### config.mk
export PLATFORM = sky130hd
export DESIGN_NAME = imem_loader
export DESIGN_NICKNAME = d
export VERILOG_FILES = /design/src/rtl/imem_loader.sv
export SDC_FILE = /design/constraint.sdc
export NUM_CORES = 1
export LEC_CHECK = 0
export CORE_MARGIN = 2
export CORE_UTILIZATION = 34
export CTS_BUF_LIST = sky130_fd_sc_hd__clkbuf_4 sky130_fd_sc_hd__clkbuf_8
export CTS_CLUSTER_SIZE = 8
export DETAILED_ROUTE_END_ITERATION = 8
export GPL_ROUTABILITY_DRIVEN = 0
export SLEW_MARGIN = 20
export SYNTH_ARGS = -nofsm -noshare
export SYNTH_HDL_FRONTEND = slang
export SYNTH_SLANG_ARGS = --single-unit
### constraint.sdc
create_clock -name clk -period 4.7 [get_ports clk]
set_input_delay 0.94 -clock clk [delete_from_list [all_inputs] [get_ports clk]]
set_output_delay 0.94 -clock clk [all_outputs]
set_load 0.02 [all_outputs]
### src/rtl/imem_loader.sv
// Streams 32-bit instruction words into a byte-wide instruction memory, little-endian, one byte per cycle.
// Optional running word checksum output enabled by defining IMEM_LOADER_CHECKSUM_EN.
module imem_loader #(
  parameter int unsigned MEM_DEPTH   = 16,
  parameter int unsigned ADDR_WIDTH  = 32,
  parameter int unsigned COUNT_WIDTH = 8
) (
  input  logic                   clk,
  input  logic                   reset,
  input  logic                   start,
  input  logic [ADDR_WIDTH-1:0]  base_addr,
  input  logic [COUNT_WIDTH-1:0] word_count,
  input  logic                   in_valid,
  input  logic [31:0]            in_data,
  output logic                   in_ready,
  output logic                   mem_we,
  output logic [ADDR_WIDTH-1:0]  mem_addr,
  output logic [7:0]             mem_wdata,
  output logic                   busy,
  output logic                   done,
  output logic                   error
`ifdef IMEM_LOADER_CHECKSUM_EN
  ,
  output logic [31:0]            checksum
`endif
);

  // Wide enough that base + 4*count can never wrap.
  localparam int unsigned SUM_WIDTH = ADDR_WIDTH + COUNT_WIDTH + 2;

  typedef enum logic [2:0] {
    S_IDLE      = 3'd0,
    S_WAIT_WORD = 3'd1,
    S_WRITE     = 3'd2,
    S_DONE      = 3'd3,
    S_ERR       = 3'd4
  } state_t;

  state_t                 state_q, state_nxt;
  logic [ADDR_WIDTH-1:0]  cur_addr_q, cur_addr_nxt;
  logic [COUNT_WIDTH-1:0] words_left_q, words_left_nxt;
  logic [31:0]            word_q, word_nxt;
  logic [1:0]             idx_q, idx_nxt;

  logic                   in_ready_d;
  logic                   mem_we_d;
  logic [ADDR_WIDTH-1:0]  mem_addr_d;
  logic [7:0]             mem_wdata_d;
  logic                   busy_d;
  logic                   done_d;
  logic                   error_d;

  logic [SUM_WIDTH-1:0]   end_addr_c;
  logic                   misaligned_c;
  logic                   out_of_range_c;
  logic                   reject_c;
  logic                   accept_c;

  // Request screening: word alignment and fit inside the memory.
  assign end_addr_c     = SUM_WIDTH'(base_addr) + (SUM_WIDTH'(word_count) << 2);
  assign misaligned_c   = |base_addr[1:0];
  assign out_of_range_c = end_addr_c > SUM_WIDTH'(MEM_DEPTH);
  assign reject_c       = misaligned_c | out_of_range_c;
  assign accept_c       = (state_q == S_WAIT_WORD) && in_valid;

  // State, datapath and registered outputs.
  always_ff @(posedge clk) begin
    if (reset) begin
      state_q      <= S_IDLE;
      cur_addr_q   <= '0;
      words_left_q <= '0;
      word_q       <= '0;
      idx_q        <= '0;
      in_ready     <= 1'b0;
      mem_we       <= 1'b0;
      mem_addr     <= '0;
      mem_wdata    <= '0;
      busy         <= 1'b0;
      done         <= 1'b0;
      error        <= 1'b0;
    end else begin
      state_q      <= state_nxt;
      cur_addr_q   <= cur_addr_nxt;
      words_left_q <= words_left_nxt;
      word_q       <= word_nxt;
      idx_q        <= idx_nxt;
      in_ready     <= in_ready_d;
      mem_we       <= mem_we_d;
      mem_addr     <= mem_addr_d;
      mem_wdata    <= mem_wdata_d;
      busy         <= busy_d;
      done         <= done_d;
      error        <= error_d;
    end
  end

  // Next state and datapath updates.
  always_comb begin
    state_nxt      = state_q;
    cur_addr_nxt   = cur_addr_q;
    words_left_nxt = words_left_q;
    word_nxt       = word_q;
    idx_nxt        = idx_q;
    case (state_q)
      S_IDLE: begin
        if (start) begin
          if (reject_c) begin
            state_nxt = S_ERR;
          end else if (word_count == '0) begin
            state_nxt = S_DONE;
          end else begin
            cur_addr_nxt   = base_addr;
            words_left_nxt = word_count;
            state_nxt      = S_WAIT_WORD;
          end
        end
      end
      S_WAIT_WORD: begin
        if (accept_c) begin
          word_nxt  = in_data;
          idx_nxt   = 2'd0;
          state_nxt = S_WRITE;
        end
      end
      S_WRITE: begin
        idx_nxt = idx_q + 2'd1;
        if (idx_q == 2'd3) begin
          cur_addr_nxt   = cur_addr_q + ADDR_WIDTH'(4);
          words_left_nxt = words_left_q - COUNT_WIDTH'(1);
          state_nxt      = (words_left_q == COUNT_WIDTH'(1)) ? S_DONE : S_WAIT_WORD;
        end
      end
      S_DONE:  state_nxt = S_IDLE;
      S_ERR:   state_nxt = S_IDLE;
      default: state_nxt = S_IDLE;
    endcase
  end

  // Output values decoded from the upcoming state so the registers line up with it.
  always_comb begin
    in_ready_d  = (state_nxt == S_WAIT_WORD);
    mem_we_d    = (state_nxt == S_WRITE);
    busy_d      = (state_nxt != S_IDLE);
    done_d      = (state_nxt == S_DONE);
    error_d     = (state_nxt == S_ERR);
    mem_addr_d  = '0;
    mem_wdata_d = '0;
    if (mem_we_d) begin
      mem_addr_d = cur_addr_nxt + ADDR_WIDTH'(idx_nxt);
      case (idx_nxt)
        2'd0:    mem_wdata_d = word_nxt[7:0];
        2'd1:    mem_wdata_d = word_nxt[15:8];
        2'd2:    mem_wdata_d = word_nxt[23:16];
        default: mem_wdata_d = word_nxt[31:24];
      endcase
    end
  end

`ifdef IMEM_LOADER_CHECKSUM_EN
  logic        start_ok_c;
  logic [31:0] checksum_q;

  assign start_ok_c = (state_q == S_IDLE) && start && !reject_c;
  assign checksum   = checksum_q;

  // Modulo-2^32 sum of accepted words, restarted by every accepted start.
  always_ff @(posedge clk) begin
    if (reset) begin
      checksum_q <= '0;
    end else if (start_ok_c) begin
      checksum_q <= '0;
    end else if (accept_c) begin
      checksum_q <= checksum_q + in_data;
    end
  end
`endif

endmodule

### Word level (Yosys, flattened, before mapping)

Cells that the tools add are included.

* bits in registers: 122
* bits in latches: 0
* memory bits (writable): 0
* bits in read-only memories: 0
* bits of input ports: 76
* output and inout bits: 45
* word-level logic and storage cells: 65
* memories kept: 0

* add/sub/neg operators: 5
* multipliers: 0
* divide/modulo/power cells: 0
* magnitude comparators: 1
* eq/ne operators: 14
* shift-type cells: 0
* multiplexer cells: 22
* bitwise logic cells: 2
* reduce and logical (&&, ||, !) cells: 9

Operators with widths (number)
* 2-to-1 mux 32 bit: 6
* one-hot mux 32 bit (2 select lines): 1
* adder 32 x 10 -> 33 bit: 1
* > comparator 33 x 5 -> 1 bit (second input constant): 1
* adder 32 x 2 -> 32 bit: 1
* adder 32 x 3 -> 32 bit (second input constant): 1
* 2-to-1 mux 8 bit: 4
* one-hot mux 8 bit (3 select lines): 1
* one-hot mux 8 bit (2 select lines): 1
* 2-to-1 mux 3 bit: 4
* == test 3 x 2 -> 1 bit (second input constant): 3
* one-hot mux 3 bit (3 select lines): 1
* == test 8 x 1 -> 1 bit (second input constant): 1
* zero test 8 bit: 1
* inequality test 2 bit (second input constant): 4
* subtractor 8 x 1 -> 8 bit (second input constant): 1
* == test 3 x 1 -> 1 bit (second input constant): 2
* 2-to-1 mux 2 bit: 3
* AND reduction 5 bit: 1
* == test 2 bit (second input constant): 2
* one-hot mux 2 bit (2 select lines): 1
* OR reduction 2 bit: 2
* == test 3 bit (second input constant): 1
* zero test 3 bit: 1
* 8 further kinds: 8

### Logic depth before layout (Yosys ltp)

* depth after elaboration: 9
* mapped depth: 18
* gate-level depth less buffers: 17

### Least setup slack after synthesis

OpenSTA, ideal clock, no wires.

* path kind: input to register
* from: input base_addr[2]
* to: register mem_addr[25]
* data arrival time: 4.822 ns
* path slack: -0.245 ns
* stages: 16
* path buffers: 2
* path through: ha_1 fa_1 a211oi_2 o211a_4 nor4_2 mux2_4 o211ai_2 a211oi_1 and4b_1 buf_6 o21a_1 or3_4 or4_4 buf_6 nor4_4 mux2_1

* cells in the longest elaborated chain, start to end: 9

Ends and longest elaborated chain
* start, declared: RTL line 11 `input logic [ADDR_WIDTH-1:0] base_addr,`
* parallel branches: the longest is 9 deep, another holds adder 32 x 10 -> 33 bit
* end signal, assigned: RTL line 89 `mem_addr <= mem_addr_d;`
* end, declared: RTL line 17 `output logic [ADDR_WIDTH-1:0] mem_addr,`

Several ways; the timed one is not identified.
A chain may end at the register's enable or synchronous reset.

### Worst setup path after layout

Ends and elaborated chain as after synthesis.

==> results.txt <==
The largest net degree at the start of global routing was 80; the cell depth of the worst hold path was 2. In this run, the clock network consumes 42.6% of the power. In this run the static leakage power is 0.00439 uW. The number of global-route vias before repair is 8691, and the initial standard-cell utilization of the core is 34.8%. Residual DRC count: 0.

The cell sitting at the root of the clock tree is a clkbuf_8. The number of distinct library cell variants in the gate-level netlist after synthesis came out at 83. The floorplan die height was 156 um; the final hold violation count was 0. STA classifies the critical path endpoint as a flip-flop.

Detailed routing inserted a total of 8942 vias. The vias per cell is 5.39. The run gives 26600 um as the total wire length.

The synthesized design contains 122 register bits. In this run the power density over the cells is 209 nW/um^2. In the final layout, the multi-input gates occupy 5490 um^2. Of the cells placed in the final design, the portion with a size suffix greater than 1 is 24.3%.

For the maximum level of the CTS H-tree, the log shows 4. On the critical path, the stage with the largest delay is an instance of or4_4. The sequential area share after synthesis was 30.9%; the number of buffers and inverters on the critical path was 3.

Across the whole layout, storage elements account for 2440 um^2. The most used flip-flop cell after synthesis is dfxtp_1. The switching power summed over all nets was 638 uW. The final critical path takes up 100% of the cycle.

Static timing analysis puts the maximum clock frequency at 212 MHz. The tightest hold margin is 0.456 ns, and the final-report max-slew violation count is 0. The synthesized netlist devotes 0.998% of its cell area to XOR and XNOR gates. The fraction of synthesis flops using an asynchronous set or reset pin works out to 0%.

The fraction of the mapped netlist area in adder cells works out to 2.72%. The worst hold path belongs to the class reg -> reg. Number of flops mapped to enable cells by yosys: 0. The insertion delay to the later sink of the worst-skew pair is 0.45 ns. For the cell area after placement, the log shows 10700 um^2. The critical path depth came out at 17. TritonCTS built the clock tree. Setup repair after global routing could not meet its margin everywhere.

Data on the critical path is required at its endpoint by 5.04 ns. Smallest setup slack after layout: -0.0193 ns. The worst setup path is of the in -> reg kind. After clock tree synthesis, the flow added hold-fix buffers numbering 0. Main combinational cell family by area after synthesis: simple AND/OR/NAND/NOR gates. During placement, the flow inserted port buffers numbering 120. The logs give 43000 um for the first-pass GRT wire length and 21.9% for the overall track demand over capacity in global routing. The total of endpoints with negative setup slack in the final report is 2, and the worst-case clock buffer depth is 2. The transition time of the tightest slew-check pin is 0.918 ns. The worst setup path is launched from an input pin. Of all cell types, the one taking the most synthesized area is dfxtp_1.

Once layout is done, the placed cells without fillers occupy 11500 um^2. For the number of maximum-capacitance violations, the log shows 0. The first routing iteration left 451 violations. The synthesized netlist devotes 36.7% of its cell area to simple gates.

The wire length per cell after detailed routing works out to 16.0 um. The core outline area came out at 22700 um^2. The logs give 1174 for the number of nets produced by synthesis and 0 for the total congestion overflow. The critical path goes through buf_8 > ha_4 > fa_2 > a211oi_4 > o211a_4 > nor4_4 > mux2_4 > o211ai_2 > buf_4 > a211oi_2 > and4b_2 > o21a_1 > or3_4 > or4_4 > buf_4 > nor4_4 > mux2_4. In this run switching power makes up 26.4% of total power. In this run the core area contains 55 standard-cell rows. For the combinational fraction of design power, the log shows 14.4%. The worst ir drop on vdd came out at 0.163 mV.

Data arrives at the worst endpoint at 5.06 ns. Summing the areas of all compound-gate instances in the mapped netlist gives 20.0% of the synthesized area. The headroom to the max-slew limit is 38.8%. Of all nets on the critical path, the largest fanout is 5. After synthesis the cells add up to 7900 um^2.

In the synthesized netlist, the number of instances is 1082. Summed over all nets, the half-perimeter wirelength after detailed placement is 19700 um. The first TritonRoute pass finished after 7 iterations.

Post-route minimum period: 4.72 ns. Counting cells, the worst reg-to-reg path comes to 13. Summed over its instances, the top area cell type makes up 30.9% of the synthesized netlist area. Of the total power, registers draw 43.0%. Buffers inserted during clock tree synthesis total 17. The number of nets in the layout came out at 1454. The count of warnings emitted by yosys was 0; the total inserted antenna cells was 0. The run gives 2224 as the total of fill cells in the finished design. The die covers 24500 um^2.

By area the synthesized netlist is led by dfxtp_1 (31%), nand2_1 (10%), nor2_1 (5.6%), a21oi_1 (4.8%), nand3_1 (3.1%). In this run the horizontal extent of the chip is 156 um. The count of nets left with antenna violations once routing finished came out at 0. Yosys instantiated no cell more often than nand2_1. For the number of ports placed on the die boundary, the log shows 121.

Cell internal power was estimated by the tool at 1770 uW. For this design, the sink count on the clock tree is 122. The run finished, with violations left. From synthesis to final layout, the design area changed by 46.0%. The clock transition at the registers of the reported paths came out at 0.07 ns. Fraction of synthesized area in multiplexers: 4.48%. The checks that failed: negative setup slack. By count the netlist is led by nand2_1 (214), dfxtp_1 (122), nor2_1 (117), a21oi_1 (76), clkbuf_1 (51). For the final database, setup skew stands at 0.0128 ns. In this design, the largest share of critical-path delay is due to simple AND/OR/NAND/NOR gates. The average instance in the mapped netlist occupies 7.30 um^2. The run gives 0 as the number of antenna violations at the first check in global routing.

The worst stage delay on the critical path came out at 0.57 ns.
==> sequential cells by signal (all words and copies together) (netlist names), 2 cells and up <==
name / count
cur_addr_q: 32
mem_addr: 32
word_q: 32
mem_wdata: 8
words_left_q: 8
state_q: 3
idx_q: 2
==> tightest hold or removal path, stage by stage (launching register included) <==
cell,delay [ns]
dfxtp_1,0.31
nand2_1,0.05
a21oi_1,0.05
==> area by class of cell <==
cell class / count / share of cell area (%)
clock buffers: 20 / 2.28
clock inverters: 12 / 1.41
inverters: 20 / 0.651
multi-input cells: 878 / 47.6
flip-flops and latches: 122 / 21.2
well taps: 285 / 3.09
repair buffers: 323 / 23.8
==> logic make-up (layout without fill, tap and decap cells) <==
logic type                 count (synthesis)  in the layout
AOI/OAI and AO/OA                        238            238
DFF                                      122            122
muxes                                     33             33
and+or+nand+nor                          582            582
adders and majority gates                 16             16
buffers and inverters                     82            375
xor gates and xnor gates                   9              9
==> per-layer routing <==
metal | vias up | global-route usage, % | wire, um
li1 | 4460 | - | -
met1 | 4187 | 27.5 | 11200
met2 | 253 | 38.0 | 13100
met3 | 42 | 3.99 | 1540
met4 | 0 | 7.16 | 723
met5 | - | 0 | 0
==> worst paths after layout <==
kind                               startpoint           end  slack [ns]
worst max-delay path             base_addr[2]  mem_addr[25]       -0.02
worst min-delay path               word_q[18]    word_q[18]        0.46
worst max register to register  cur_addr_q[3]  mem_addr[25]        0.58
worst min register to register     word_q[18]    word_q[18]        0.46
==> cell usage in the layout (no fill, tap or decap), types with 10 or more instances in the layout <==
| cell type | Yosys | layout |
|---|---|---|
| and3_1 | 24 | 24 |
| nor3_1 | 34 | 32 |
| mux2i_1 | 20 | 18 |
| nor2_1 | 117 | 116 |
| clkbuf_8 | 0 | 18 |
| o21ai_0 | 35 | 32 |
| nor4_1 | 17 | 11 |
| and2_1 | 20 | 20 |
| a21oi_1 | 76 | 73 |
| dfxtp_1 | 122 | 122 |
| buf_4 | 0 | 197 |
| inv_1 | 20 | 20 |
| nand3_1 | 49 | 46 |
| nor2b_1 | 13 | 13 |
| a31oi_1 | 17 | 17 |
| nand2_1 | 214 | 212 |
| o31ai_1 | 10 | 10 |
| nand4_1 | 17 | 17 |
| clkdlybuf4s50_1 | 0 | 103 |
| and4_1 | 12 | 11 |
| a22oi_1 | 13 | 13 |
==> per-stage QoR <==
stage	utilization (%)	setup TNS [ns]	worst slack, ns	instances	power [uW]
2_1_floorplan	-	-0.505	-0.0946	1082	1180
3_3_place_gp	47.0	-26.76	-0.833	1612	1370
3_5_place_dp	47.0	-33.38	-0.913	1612	1370
4_1_cts	49.8	0	0.00130	1651	2420
5_1_grt	50.8	-0.317	-0.113	1660	2500
6_report	50.8	-0.0308	-0.0193	1660	2410
==> what timing repair did <==
action	in CTS	in global routing
resized for setup	49	59
hold endpoints to repair	0	0
endpoints found under the setup margin	29	26
pin swaps	17	28
setup buffers	7	9
==> power groups by stage <==
stage               Sequential [uW]  Clock, uW  Combinational (uW)
floorplan                      1060          0                 123
global placement               1060          0                 312
detailed placement             1060          0                 314
CTS                            1040       1050                 330
global route                   1040       1090                 374
finish                         1040       1030                 348
No activity file was read; power rests on OpenSTA's default activity.
